$ cat src/rtl/multicycle_control_fsm_if.sv
// Memory handshake, control bundle and status signals between the multi-cycle
// sequencer and the memory/datapath side.
interface multicycle_control_fsm_if #(
    parameter int unsigned RETIRE_W = 32
) ();
    logic [31:0]         instr;
    logic                mem_ready;
    logic [3:0]          ALU_Control;
    logic [2:0]          ImmSel;
    logic [1:0]          MemtoReg;
    logic                ALUSrc_B;
    logic                Jump;
    logic                Branch;
    logic                InverseBranch;
    logic                PCOffset;
    logic                RegWrite;
    logic                ir_write;
    logic                pc_write;
    logic                mem_req;
    logic                mem_we;
    logic                illegal_insn;
    logic [RETIRE_W-1:0] retired_count;

    modport master (
        input  instr, mem_ready,
        output ALU_Control, ImmSel, MemtoReg, ALUSrc_B, Jump, Branch, InverseBranch, PCOffset,
        output RegWrite, ir_write, pc_write, mem_req, mem_we, illegal_insn, retired_count
    );

    modport slave (
        output instr, mem_ready,
        input  ALU_Control, ImmSel, MemtoReg, ALUSrc_B, Jump, Branch, InverseBranch, PCOffset,
        input  RegWrite, ir_write, pc_write, mem_req, mem_we, illegal_insn, retired_count
    );
endinterface

$ cat src/rtl/multicycle_control_fsm.sv
// Multi-cycle RV32I sequencer: FETCH/DECODE/EXEC/MEM/WB stepping with a control
// bundle registered once per instruction in DECODE.
module multicycle_control_fsm #(
    parameter int unsigned RETIRE_W = 32
) (
    input  logic                clk,
    input  logic                rst_n,
    multicycle_control_fsm_if.master bus
);
    typedef enum logic [2:0] {StFetch, StDecode, StExec, StMem, StWb, StIllegal} state_e;
    typedef enum logic [1:0] {ClsAlu, ClsBranch, ClsLoad, ClsStore} cls_e;

    localparam logic [6:0] OpLoad   = 7'b0000011;
    localparam logic [6:0] OpImm    = 7'b0010011;
    localparam logic [6:0] OpAuipc  = 7'b0010111;
    localparam logic [6:0] OpStore  = 7'b0100011;
    localparam logic [6:0] OpReg    = 7'b0110011;
    localparam logic [6:0] OpLui    = 7'b0110111;
    localparam logic [6:0] OpBranch = 7'b1100011;
    localparam logic [6:0] OpJalr   = 7'b1100111;
    localparam logic [6:0] OpJal    = 7'b1101111;

    state_e              state_q, state_d;
    cls_e                cls_q, cls_d;
    logic                run_q;
    logic [3:0]          alu_q, alu_d;
    logic [2:0]          imm_q, imm_d;
    logic [1:0]          m2r_q, m2r_d;
    logic                srcb_q, srcb_d, jump_q, jump_d, branch_q, branch_d;
    logic                inv_q, inv_d, pcoff_q, pcoff_d;
    logic                legal_d;
    logic [RETIRE_W-1:0] retired_q, retired_d;
    logic                ir_write, pc_write, mem_req, mem_we, reg_write;

    logic [6:0] opcode;
    logic [2:0] funct3;
    logic       alt;
    logic       unused_instr;
    assign opcode       = bus.instr[6:0];
    assign funct3       = bus.instr[14:12];
    assign alt          = bus.instr[30];
    assign unused_instr = ^{bus.instr[31], bus.instr[29:15], bus.instr[11:7]};

    // SUB only exists for register-register ops; SRA/SRAI share bit 30.
    function automatic logic [3:0] alu_sel(input logic [2:0] f3, input logic a, input logic is_reg);
        logic [3:0] r;
        unique case (f3)
            3'b000:  r = (a && is_reg) ? 4'd1 : 4'd0;
            3'b001:  r = 4'd5;
            3'b010:  r = 4'd8;
            3'b011:  r = 4'd9;
            3'b100:  r = 4'd4;
            3'b101:  r = a ? 4'd7 : 4'd6;
            3'b110:  r = 4'd3;
            default: r = 4'd2;
        endcase
        return r;
    endfunction

    always_comb begin
        alu_d    = 4'd0;
        imm_d    = 3'd0;
        m2r_d    = 2'd0;
        srcb_d   = 1'b0;
        jump_d   = 1'b0;
        branch_d = 1'b0;
        inv_d    = 1'b0;
        pcoff_d  = 1'b0;
        cls_d    = ClsAlu;
        legal_d  = 1'b1;
        unique case (opcode)
            OpReg: alu_d = alu_sel(funct3, alt, 1'b1);
            OpImm: begin
                alu_d  = alu_sel(funct3, alt, 1'b0);
                srcb_d = 1'b1;
            end
            OpLoad: begin
                srcb_d = 1'b1;
                m2r_d  = 2'd1;
                cls_d  = ClsLoad;
            end
            OpStore: begin
                srcb_d = 1'b1;
                imm_d  = 3'd1;
                cls_d  = ClsStore;
            end
            OpBranch: begin
                alu_d    = 4'd1;
                imm_d    = 3'd2;
                branch_d = 1'b1;
                inv_d    = (funct3 == 3'b001);
                cls_d    = ClsBranch;
            end
            OpJal: begin
                imm_d  = 3'd3;
                m2r_d  = 2'd2;
                jump_d = 1'b1;
            end
            OpJalr: begin
                srcb_d  = 1'b1;
                m2r_d   = 2'd2;
                jump_d  = 1'b1;
                pcoff_d = 1'b1;
            end
            OpLui: begin
                imm_d = 3'd4;
                m2r_d = 2'd3;
            end
            OpAuipc: begin
                imm_d  = 3'd4;
                srcb_d = 1'b1;
            end
            default: legal_d = 1'b0;
        endcase
    end

    always_comb begin
        state_d   = state_q;
        ir_write  = 1'b0;
        pc_write  = 1'b0;
        mem_req   = 1'b0;
        mem_we    = 1'b0;
        reg_write = 1'b0;
        unique case (state_q)
            StFetch: begin
                // run_q holds off the first request until one full cycle after reset release.
                if (run_q) begin
                    mem_req = 1'b1;
                    if (bus.mem_ready) begin
                        ir_write = 1'b1;
                        state_d  = StDecode;
                    end
                end
            end
            StDecode: state_d = legal_d ? StExec : StIllegal;
            StExec: begin
                unique case (cls_q)
                    ClsBranch: begin
                        pc_write = 1'b1;
                        state_d  = StFetch;
                    end
                    ClsLoad, ClsStore: state_d = StMem;
                    default:           state_d = StWb;
                endcase
            end
            StMem: begin
                mem_req = 1'b1;
                mem_we  = (cls_q == ClsStore);
                if (bus.mem_ready) begin
                    if (cls_q == ClsStore) begin
                        pc_write = 1'b1;
                        state_d  = StFetch;
                    end else begin
                        state_d = StWb;
                    end
                end
            end
            StWb: begin
                reg_write = 1'b1;
                pc_write  = 1'b1;
                state_d   = StFetch;
            end
            default: state_d = StIllegal;
        endcase
    end

    assign retired_d = pc_write ? retired_q + RETIRE_W'(1) : retired_q;

    always_ff @(posedge clk or negedge rst_n) begin
        if (!rst_n) begin
            state_q   <= StFetch;
            run_q     <= 1'b0;
            cls_q     <= ClsAlu;
            alu_q     <= 4'd0;
            imm_q     <= 3'd0;
            m2r_q     <= 2'd0;
            srcb_q    <= 1'b0;
            jump_q    <= 1'b0;
            branch_q  <= 1'b0;
            inv_q     <= 1'b0;
            pcoff_q   <= 1'b0;
            retired_q <= '0;
        end else begin
            state_q   <= state_d;
            run_q     <= 1'b1;
            retired_q <= retired_d;
            if (state_q == StDecode) begin
                cls_q    <= cls_d;
                alu_q    <= alu_d;
                imm_q    <= imm_d;
                m2r_q    <= m2r_d;
                srcb_q   <= srcb_d;
                jump_q   <= jump_d;
                branch_q <= branch_d;
                inv_q    <= inv_d;
                pcoff_q  <= pcoff_d;
            end
        end
    end

    assign bus.ALU_Control   = alu_q;
    assign bus.ImmSel        = imm_q;
    assign bus.MemtoReg      = m2r_q;
    assign bus.ALUSrc_B      = srcb_q;
    assign bus.Jump          = jump_q;
    assign bus.Branch        = branch_q;
    assign bus.InverseBranch = inv_q;
    assign bus.PCOffset      = pcoff_q;
    assign bus.RegWrite      = reg_write;
    assign bus.ir_write      = ir_write;
    assign bus.pc_write      = pc_write;
    assign bus.mem_req       = mem_req;
    assign bus.mem_we        = mem_we;
    assign bus.illegal_insn  = (state_q == StIllegal);
    assign bus.retired_count = retired_q;
endmodule

$ cat src/flat_wrapper.sv
// flat-port wrapper written by rule: the top's interface ports become plain ports
module multicycle_control_fsm_flat 
#(
    parameter int unsigned RETIRE_W = 32
)
  (clk, rst_n, bus_instr, bus_mem_ready, bus_ALU_Control, bus_ImmSel, bus_MemtoReg, bus_ALUSrc_B, bus_Jump, bus_Branch, bus_InverseBranch, bus_PCOffset, bus_RegWrite, bus_ir_write, bus_pc_write, bus_mem_req, bus_mem_we, bus_illegal_insn, bus_retired_count);
  multicycle_control_fsm_if #(.RETIRE_W(RETIRE_W)) bus_i ();
  input  logic clk;
  input  logic rst_n;
  input wire logic [$bits(bus_i.instr)-1:0] bus_instr;
  input wire logic [$bits(bus_i.mem_ready)-1:0] bus_mem_ready;
  output wire logic [$bits(bus_i.ALU_Control)-1:0] bus_ALU_Control;
  output wire logic [$bits(bus_i.ImmSel)-1:0] bus_ImmSel;
  output wire logic [$bits(bus_i.MemtoReg)-1:0] bus_MemtoReg;
  output wire logic [$bits(bus_i.ALUSrc_B)-1:0] bus_ALUSrc_B;
  output wire logic [$bits(bus_i.Jump)-1:0] bus_Jump;
  output wire logic [$bits(bus_i.Branch)-1:0] bus_Branch;
  output wire logic [$bits(bus_i.InverseBranch)-1:0] bus_InverseBranch;
  output wire logic [$bits(bus_i.PCOffset)-1:0] bus_PCOffset;
  output wire logic [$bits(bus_i.RegWrite)-1:0] bus_RegWrite;
  output wire logic [$bits(bus_i.ir_write)-1:0] bus_ir_write;
  output wire logic [$bits(bus_i.pc_write)-1:0] bus_pc_write;
  output wire logic [$bits(bus_i.mem_req)-1:0] bus_mem_req;
  output wire logic [$bits(bus_i.mem_we)-1:0] bus_mem_we;
  output wire logic [$bits(bus_i.illegal_insn)-1:0] bus_illegal_insn;
  output wire logic [$bits(bus_i.retired_count)-1:0] bus_retired_count;
  assign bus_i.instr = bus_instr;
  assign bus_i.mem_ready = bus_mem_ready;
  assign bus_ALU_Control = bus_i.ALU_Control;
  assign bus_ImmSel = bus_i.ImmSel;
  assign bus_MemtoReg = bus_i.MemtoReg;
  assign bus_ALUSrc_B = bus_i.ALUSrc_B;
  assign bus_Jump = bus_i.Jump;
  assign bus_Branch = bus_i.Branch;
  assign bus_InverseBranch = bus_i.InverseBranch;
  assign bus_PCOffset = bus_i.PCOffset;
  assign bus_RegWrite = bus_i.RegWrite;
  assign bus_ir_write = bus_i.ir_write;
  assign bus_pc_write = bus_i.pc_write;
  assign bus_mem_req = bus_i.mem_req;
  assign bus_mem_we = bus_i.mem_we;
  assign bus_illegal_insn = bus_i.illegal_insn;
  assign bus_retired_count = bus_i.retired_count;
  multicycle_control_fsm #(.RETIRE_W(RETIRE_W)) u_core (.clk(clk), .rst_n(rst_n), .bus(bus_i));
endmodule
$ cat config.mk
export PLATFORM = sky130hd
export DESIGN_NAME = multicycle_control_fsm_flat
export DESIGN_NICKNAME = d
export VERILOG_FILES = /design/src/rtl/multicycle_control_fsm_if.sv /design/src/rtl/multicycle_control_fsm.sv /design/src/flat_wrapper.sv
export SDC_FILE = /design/constraint.sdc
export NUM_CORES = 1
export LEC_CHECK = 0
export CAP_MARGIN = 10
export CORE_ASPECT_RATIO = 0.6
export CORE_MARGIN = 4
export CORE_UTILIZATION = 30
export CTS_CLUSTER_SIZE = 30
export DETAILED_ROUTE_END_ITERATION = 12
export GPL_TIMING_DRIVEN = 0
export PLACE_DENSITY_LB_ADDON = 0.1
export RECOVER_POWER = 25
export SLEW_MARGIN = 40
export SYNTH_ARGS = -nofsm -noshare
export SYNTH_HDL_FRONTEND = slang
export SYNTH_SLANG_ARGS = --single-unit
$ cat constraint.sdc
create_clock -name clk -period 2.1 [get_ports clk]
set_clock_uncertainty 0.1 [all_clocks]
set_input_delay 0.42 -clock clk [delete_from_list [all_inputs] [get_ports clk]]
set_output_delay 0.42 -clock clk [all_outputs]
set_load 0.05 [all_outputs]
==> results_dict.tcl, run 1 <==
set metrics [dict create \
    maxCapViolations 0 \
    tightest_slew_ns 0.784 \
    startpoint_type "flop" \
    grt_max_degree 39 \
    post-dp-hpwl_mm 5.15 \
    status "complete, but fails checks" \
    track_usage_pct 14.6 \
    design.core.area_um2 8130 \
    cts-root-buf "clkbuf_16" \
    async_flop_share_pct 100 \
    numCtsBuffers 5 \
    clk_pin_slew_worst_paths_ns 0.07 \
    ys_warn_count 0 \
    drv_slew 0 \
    cts_tree "yes" \
    ys_seq_elements 52 \
    met3_length_um 355 \
    grt_pass1_wl_mm 11.8 \
    place_congestion 0.799 \
    antenna_cells 0 \
    avgSynthCellArea_um2 9.63 \
    synth_cells 269 \
    globalRoute.totalOverflow 0 \
    yosys_most_used_dff "dfrtp_1" \
    wl_per_cell_um 15.6 \
    critPathKind "flop to flop" \
    synth_top_area_cell "dfrtp_1" \
    layout.cells.non_filler 468 \
    holdCritPathClass "flop to flop" \
    cp.arrival_ns 2.42 \
    top_layer "met4" \
    synth_cell_type_count 46 \
    htree_levels 2 \
    ctsLongestPathBuffers 2 \
    setup_ws_ns -0.199 \
    drt_first_pass_iters 5 \
    ant_nets 0 \
    die_w_um 128 \
    drive_gt1_share_pct 21.7 \
    slew_headroom_pct 47.7 \
    seq_area_frac_synth_pct 50.2 \
    drt-met1-wl_mm 4.04 \
    worst-path-max-fanout 6 \
    hold_ws_ns 0.376 \
    setup.worst_path.end_class "flop" \
    setup_violations 13 \
    yosysTopAreaCellShare_pct 50.2 \
    required_ns 2.22 \
    synth_edf_count 0 \
    fp-row-count 25 \
    vias 2272 \
    violations "setup timing" \
    fmax_mhz 435 \
    antenna_found_initial 0 \
    port_buffers 64 \
    period_share_pct 109 \
    io_pins 87 \
    rsz0062_at_grt "yes" \
    drtIter0Drc 74 \
    hold_viol_final 0 \
    final_nets 395 \
    wl_mm 7.32 \
    syn-num-nets 305 \
    power_density_nw_per_um2 510 \
    syn2layout_area_growth_pct 53.7 \
    vias_per_cell 4.85 \
    synthTopCellsByArea "dfrtp_1 50%, xor2_1 5.7%, nand2_1 4.9%" \
    drcViolationCount 0 \
    ir_drop_uv 287 \
    wl_met2_mm 2.88 \
    grt_pass1_vias 2213 \
    initial_utilization_pct 31.8 \
    dieHeight_um 80.0 \
    dpl.cell_count 442 \
    clock_sinks 52 \
    leakagePower_uw 0.00187 \
    final_core_util_pct 49.0 \
    dieArea_um2 10200 \
    syn_area_um2 2590 \
    fin_crit_ns 2.30 \
    worstSkewPairLatency_ns 0.29 \
]
-- area by class of cell --
type	instances	area, um2
sequential	52	1300
tap	108	135
multi-input combinational	197	1430
clock inverter	3	42.5
clock buffer	5	125
timing repair buffer	87	851
buffer	7	53.8
inverter	9	37.5
fill	793	4150
-- Yosys cell counts (all sizes together), types with 5 or more instances --
cell type	n
clkbuf	9
nand4	6
nor3	8
nand2	34
inv	9
dfrtp	52
xnor2	14
nor2	20
nand2b	6
a21oi	5
nand3	13
nor4	9
o21ai	15
xor2	17
-- state kept, by name, indices dropped and copies added, names as in the netlist --
signal and cells:
u_core.bus.ImmSel 3, u_core.bus.InverseBranch 1, u_core.bus.MemtoReg 2, u_core.state_q 3, u_core.cls_q 2, u_core.bus.retired_count 32
u_core.run_q 1, u_core.bus.ALU_Control 4, u_core.bus.Branch 1, u_core.bus.ALUSrc_B 1, u_core.bus.PCOffset 1, u_core.bus.Jump 1
-- worst paths after layout --
kind	slack, ns	to	depth (start not counted)	from
setup / recovery	-0.20	u_core.bus.retired_count[26]	6	u_core.state_q[1]
hold / removal	0.38	u_core.bus.ALU_Control[1]	2	u_core.bus.ALU_Control[1]
setup reg to reg	-0.20	u_core.bus.retired_count[26]	6	u_core.state_q[1]
hold reg to reg	0.38	u_core.bus.ALU_Control[1]	2	u_core.bus.ALU_Control[1]
max in group asynchronous	0.26	u_core.cls_q[1]	3	rst_n
min in group asynchronous	0.62	u_core.bus.retired_count[18]	2	rst_n
-- cell usage in the layout, fill, tap and decap left out, types with 2 or more instances in the layout --
cell,count
dfrtp_1,50
dlymetal6s2s_1,13
nand2b_1,6
a22oi_1,2
nor4_2,5
or2_2,2
nor2b_1,2
o31ai_1,4
clkinvlp_4,2
buf_6,3
nand3_1,12
nand3b_1,4
o21ai_0,14
xnor2_1,13
clkbuf_1,4
or3_1,3
dlygate4sd2_1,8
a21oi_1,3
buf_4,22
nor4_4,4
clkbuf_16,6
nor3_1,2
and3_1,2
dfrtp_2,2
a31oi_1,2
nor3_4,3
xor2_1,17
nor2_1,16
nand2_1,33
a21boi_0,2
nor3_2,3
nand4b_1,2
nand4_1,6
clkdlybuf4s50_1,36
mux2_2,4
buf_8,3
nor2_2,3
inv_1,8
-- timing repair --
item                       CTS  global route
gates resized for setup     56            49
pin swaps                    7            14
gates cloned                 0             1
hold endpoints to repair    14             0
hold buffers                 1             0
setup endpoints to repair   37            44
setup buffers                3            17
-- cells by family (layout without fill, tap and decap cells) --
group,count (synthesis),count (layout),synth area share (%)
simple gates,119,119,23.3
flops,52,52,50.2
compound gates,40,40,9.95
xor+xnor,31,31,10.5
buf+inv,20,111,3.24
mux,5,5,2.13
fa+ha+maj,1,1,0.483
other cells,1,1,0.145
-- where the power goes --
group          switching (uW)  total, uW  leakage [uW]  internal [uW]
registers                1.10       1000      0.000585           1000
logic                    55.8       92.7       0.00121           36.9
clock network             374        935     0.0000798            561
-- metal layers --
layer | track usage, % | vias up
li1 | - | 1114
met4 | 3.18 | 0
met1 | 22.8 | 1108
met3 | 4.08 | 4
met5 | 0 | -
met2 | 19.5 | 46
-- through the flow --
stage | total power, uW | TNS, ns | setup slack [ns] | area, um2
final | 2030 | -1.36 | -0.199 | 3980
after global routing | 2110 | -3.66 | -0.262 | 3980
after CTS | 2060 | -3.04 | -0.276 | 3740
after floorplan | 1050 | -0.718 | -0.133 | 2670
after detailed placement | 1120 | -13.04 | -0.892 | 3460
after global placement | 1110 | -74.93 | -1.20 | 3450
-- worst max-delay path, cell delays in order, from the launching register on --
cell,delay (ns)
dfrtp_2,0.44
or3b_4,0.39
a2111o_1,0.42
or3_1,0.34
buf_6,0.17
nor4_4,0.21
xor2_1,0.16
Note: power is estimated with default switching activity, not from simulation.
==> run 2: changes to the inputs <==
CELL_PAD_IN_SITES_DETAIL_PLACEMENT = 1   (was not set)
CELL_PAD_IN_SITES_GLOBAL_PLACEMENT = 2   (was not set)
CORE_UTILIZATION = 24   (was 30)
==> run 2 against run 1 <==
Against the previous run:
- the flow still finishes with violations (setup timing)
- fmax fell by 2.7%
- wire length rose by 15%
- sequential cell count did not move
- sequential share of layout area fell by 1.8 points
- largest power group unchanged
- highest routed layer unchanged
==> results_dict.tcl, run 2 (synthesized netlist as in run 1, its figures left out) <==
set metrics [dict create \
    initial_utilization_pct 24.5 \
    final_nets 402 \
    grt_pass1_wl_mm 12.6 \
    wl_mm 8.40 \
    final_core_util_pct 39.9 \
    status "complete, but fails checks" \
    design.core.area_um2 10600 \
    dieArea_um2 12600 \
    clk_pin_slew_worst_paths_ns 0.07 \
    globalRoute.totalOverflow 0 \
    crit_buf_inv 2 \
    fp-row-count 29 \
    fill_cells 1181 \
    ir_drop_uv 432 \
    multiInputGateArea_um2 1520 \
    worstSkewPairLatency_ns 0.30 \
    drv_slew 0 \
    finalSetupTns_ns -2.43 \
    post-dp-hpwl_mm 5.94 \
    path_delay_family "simple AND/OR/NAND/NOR gates" \
    most-common-layout-cells "50 x dfrtp_1, 32 x nand2_1, 32 x clkdlybuf4s50_1" \
    maxCapViolations 0 \
    setup_violations 25 \
    dieHeight_um 88.5 \
    period_share_pct 112 \
    tightest_slew_ns 0.639 \
    die_w_um 142 \
    mostFrequentLayoutCell "dfrtp_1" \
    fin_crit_ns 2.36 \
    numCtsBuffers 5 \
    grt_max_degree 30 \
    fmax_mhz 423 \
    vias_per_cell 4.68 \
    grt_use_met2_pct 16.4 \
    slew_headroom_pct 57.4 \
    seq_area_um2 1300 \
    antenna_found_initial 0 \
    seq_power_share_pct 48.5 \
    worst-path-max-fanout 6 \
    clock_sinks 52 \
    swShare_pct 22.4 \
    startpoint_type "flop" \
    p_int_uw 1610 \
    clkPwrFrac_pct 46.9 \
    ctsLongestPathBuffers 2 \
    cts-root-buf "clkbuf_16" \
    power_density_nw_per_um2 492 \
    antenna_cells 0 \
    drt_first_pass_iters 4 \
    max_stage_delay_ns 0.45 \
    vias 2366 \
    cts_tree "yes" \
    hold_viol_final 0 \
    rsz0062_at_grt "yes" \
    dp_slack_ns -0.919 \
    leakagePower_uw 0.00196 \
    wl_per_cell_um 16.6 \
    track_usage_pct 13.0 \
    drive_gt1_share_pct 24.8 \
    setup.worst_path.end_class "flop" \
    use_met1_pct 21.3 \
    drtIter0Drc 82 \
    violations "setup timing" \
    busiest_layer "met1" \
    ant_nets 0 \
    grt_pass1_vias 2287 \
    p_comb_share_pct 4.5 \
    place_congestion 0.716 \
    critPathKind "flop to flop" \
    grt_use_met3_pct 3.13 \
    cp.arrival_ns 2.49 \
    setup_ws_ns -0.262 \
    syn2layout_area_growth_pct 62.5 \
    port_buffers 64 \
    io_pins 87 \
    holdCritPathClass "flop to flop" \
    largest_register_ffs 32 \
    required_ns 2.23 \
    drcViolationCount 0 \
    htree_levels 2 \
    crit_chain "or3b_4 -> a2111o_1 -> buf_6 -> nor4_4 -> buf_4 -> and4_1 -> xor2_1" \
    switchingPower_uw 463 \
    critPathSlowestCell "dfrtp_2" \
]
## run 2: repair_timing
item,CTS,global route
endpoints found under the setup margin,43,39
buffers inserted,6,20
hold buffers,1,0
hold endpoints to repair,23,0
resized for setup,79,63
gates cloned,0,1
pin swaps,5,25
## run 2: per-stage QoR
| stage | instance area [um2] | hold WS (ns) | std cells | power (uW) |
|---|---|---|---|---|
| 4_1_cts | 3810 | 0.383 | 487 | 2120 |
| 2_1_floorplan | 2670 | 0.0244 | 269 | 1050 |
| 6_report | 4210 | 0.375 | 506 | 2070 |
| 3_3_place_gp | 3490 | 0.361 | 472 | 1120 |
| 3_5_place_dp | 3500 | 0.258 | 473 | 1120 |
| 5_1_grt | 4210 | 0.420 | 506 | 2150 |
## run 2: per-layer routing
| metal | up-vias | wire length (um) |
|---|---|---|
| met4 | 0 | 74 |
| met3 | 7 | 309 |
| met1 | 1184 | 4630 |
| li1 | 1136 | - |
| met2 | 39 | 3390 |
| met5 | - | 0 |
## run 2: worst paths after layout
| path | start | endpoint | slack (ns) | cells past startpoint |
|---|---|---|---|---|
| min in group asynchronous | rst_n | u_core.bus.retired_count[21] | 0.57 | 2 |
| hold reg to reg | u_core.bus.retired_count[31] | u_core.bus.retired_count[31] | 0.37 | 1 |
| setup reg to reg | u_core.state_q[1] | u_core.bus.retired_count[22] | -0.26 | 7 |
| setup / recovery | u_core.state_q[1] | u_core.bus.retired_count[22] | -0.26 | 7 |
| max in group asynchronous | rst_n | u_core.cls_q[1] | 0.38 | 3 |
| hold / removal | u_core.bus.retired_count[31] | u_core.bus.retired_count[31] | 0.37 | 1 |
## run 2: layout make-up
cell class | count | share of cell area (%)
multi-input cells | 197 | 36.1
plain buffers | 8 | 1.72
inverters | 9 | 0.892
repair buffers | 93 | 22.1
clock inverters | 3 | 1.10
flip-flops and latches | 52 | 31.0
well taps | 139 | 4.13
clock buffers | 5 | 2.97
## run 2: worst reg2reg max path: cells and delay by family, from the launching register on
kind                      cells  cell delay [ns]
AOI/OAI and AO/OA             1             0.44
xor gates and xnor gates      1             0.14
buffers and inverters         2             0.33
DFF                           1             0.45
and+or+nand+nor               3             0.83
## run 2: power groups by stage
stage,Combinational [uW],Sequential [uW],Clock [uW]
after floorplan,26.8,1030,0
after global placement,94.7,1020,0
after detailed placement,98.3,1020,0
after CTS,99.6,1000,1010
after global routing,106,1000,1040
final,93.9,1000,971
==> run 3: changes to the inputs <==
SETUP_SLACK_MARGIN = 0.05   (was not set)
==> run 3 against run 2 <==
Against the previous run:
- the flow still finishes with violations (setup timing)
- global-route usage rose by 0.85 points
- cell area fell by 1.9%
- first-iteration DRC count fell by 38%
- worst hold slack got worse by 0.00074 ns
- clock-buffer cell count did not move
- via count fell by 0.85%
- die area did not move
- sequential power barely moved
- wire length rose by 0.43%
- cell count fell by 0.40%
- register-to-register slack got worse by 0.10 ns
- critical path depth did not move
- largest cell class unchanged
==> results_dict.tcl, run 3 (synthesized netlist as in run 1, its figures left out) <==
set metrics [dict create \
    status "complete, but fails checks" \
    violations "setup timing" \
    vias 2346 \
    die_w_um 142 \
    drtIter0Drc 51 \
    fin_crit_ns 2.46 \
    numCtsBuffers 5 \
    fp-row-count 29 \
    most-common-layout-cells "51 x dfrtp_1, 33 x nand2_1, 30 x dlygate4sd2_1" \
    post-dp-hpwl_mm 5.99 \
    ctsLongestPathBuffers 2 \
    wl_per_cell_um 16.7 \
    setup_violations 26 \
    syn2layout_area_growth_pct 59.4 \
    grt_pass1_wl_mm 13.6 \
    p_int_uw 1590 \
    tightest_slew_ns 0.722 \
    antenna_cells 0 \
    vias_per_cell 4.65 \
    cts-root-buf "clkbuf_16" \
    swShare_pct 21.5 \
    htree_levels 2 \
    clock_sinks 52 \
    maxCapViolations 0 \
    drive_gt1_share_pct 24.4 \
    globalRoute.totalOverflow 0 \
    fmax_mhz 406 \
    design.core.area_um2 10600 \
    clkPwrFrac_pct 45.8 \
    setup_ws_ns -0.365 \
    hold_ws_ns 0.374 \
    seq_power_share_pct 49.6 \
    place_congestion 0.733 \
    switchingPower_uw 434 \
    startpoint_type "flop" \
    dp_slack_ns -0.903 \
    drv_slew 0 \
    p_comb_share_pct 4.6 \
    rsz0062_at_grt "yes" \
    setup.worst_path.end_class "flop" \
    initial_utilization_pct 24.5 \
    grt_max_degree 29 \
    worstSkewPairLatency_ns 0.30 \
    dieHeight_um 88.5 \
    holdCritPathClass "flop to flop" \
    ant_nets 0 \
    clk_pin_slew_worst_paths_ns 0.07 \
    period_share_pct 117 \
    io_pins 87 \
    slew_headroom_pct 51.9 \
    cp.arrival_ns 2.58 \
    drcViolationCount 0 \
    cts_tree "yes" \
    port_buffers 64 \
    wl_mm 8.44 \
    critPathKind "flop to flop" \
    dieArea_um2 12600 \
    leakagePower_uw 0.00186 \
    final_nets 402 \
    ir_drop_uv 310 \
    largest_register_ffs 32 \
    grt_pass1_vias 2458 \
    required_ns 2.22 \
    mostFrequentLayoutCell "dfrtp_1" \
    worst-path-max-fanout 5 \
    power_uw 2020 \
    track_usage_pct 13.8 \
    drt_first_pass_iters 4 \
    antenna_found_initial 0 \
    hold_viol_final 0 \
    power_density_nw_per_um2 490 \
]
-- run 3: per-layer routing --
metal | global-route usage, % | share of wire [%] | vias to the layer above
met4 | 3.66 | 1.0 | 0
met1 | 21.2 | 54 | 1174
met5 | 0 | 0 | -
met2 | 19.2 | 41 | 38
met3 | 3.35 | 4.0 | 8
li1 | - | - | 1126
-- run 3: power groups by stage --
stage,clock network [uW],logic (uW),registers [uW]
6_report,926,93.0,1000
2_1_floorplan,0,26.8,1030
3_5_place_dp,0,98.8,1020
4_1_cts,964,99.0,1000
5_1_grt,1020,106,1000
3_3_place_gp,0,94.3,1020
-- run 3: worst max-delay path: stages, from the launching register on --
cell and delay, ns:
dfrtp_1 0.37, buf_6 0.12, or3b_4 0.37, a2111o_1 0.49, or3_1 0.34, buf_6 0.16
nor4_4 0.27, xor2_1 0.16
-- run 3: per-stage QoR --
| step | util [%] | TNS, ns | instances | area [um2] |
|---|---|---|---|---|
| floorplan | - | -0.718 | 269 | 2680 |
| global placement | 33.1 | -86.69 | 472 | 3490 |
| detailed placement | 33.2 | -14.86 | 473 | 3510 |
| CTS | 37.7 | -3.12 | 495 | 3980 |
| global route | 39.1 | -7.43 | 504 | 4130 |
| finish | 39.1 | -5.12 | 504 | 4130 |
-- run 3: path summary, 6_finish.rpt --
check	startpoint	to	slack (ns)	cells after the start
setup / recovery	u_core.state_q[0]	u_core.bus.retired_count[30]	-0.36	7
hold / removal	u_core.bus.retired_count[31]	u_core.bus.retired_count[31]	0.37	1
setup reg to reg	u_core.state_q[0]	u_core.bus.retired_count[30]	-0.36	7
hold reg to reg	u_core.bus.retired_count[31]	u_core.bus.retired_count[31]	0.37	1
max in group asynchronous	rst_n	u_core.bus.ImmSel[0]	0.40	3
min in group asynchronous	rst_n	u_core.bus.retired_count[21]	0.59	2
-- run 3: area by class of cell --
class / count / area, um2
plain buffers: 10 / 97.6
clock buffers: 5 / 125
inverters: 9 / 37.5
multi-input cells: 197 / 1510
repair buffers: 91 / 850
fillers: 1178 / 6430
flip-flops and latches: 52 / 1300
clock inverters: 1 / 30.0
well taps: 139 / 174
-- run 3: what timing repair did --
item                                    in CTS  in global routing
setup buffers                               15                 10
pin swaps                                   27                 19
gates cloned                                 1                  0
resized for setup                          114                 32
hold buffers                                 1                  0
hold endpoints to repair                    24                  0
endpoints found under the setup margin      59                 34
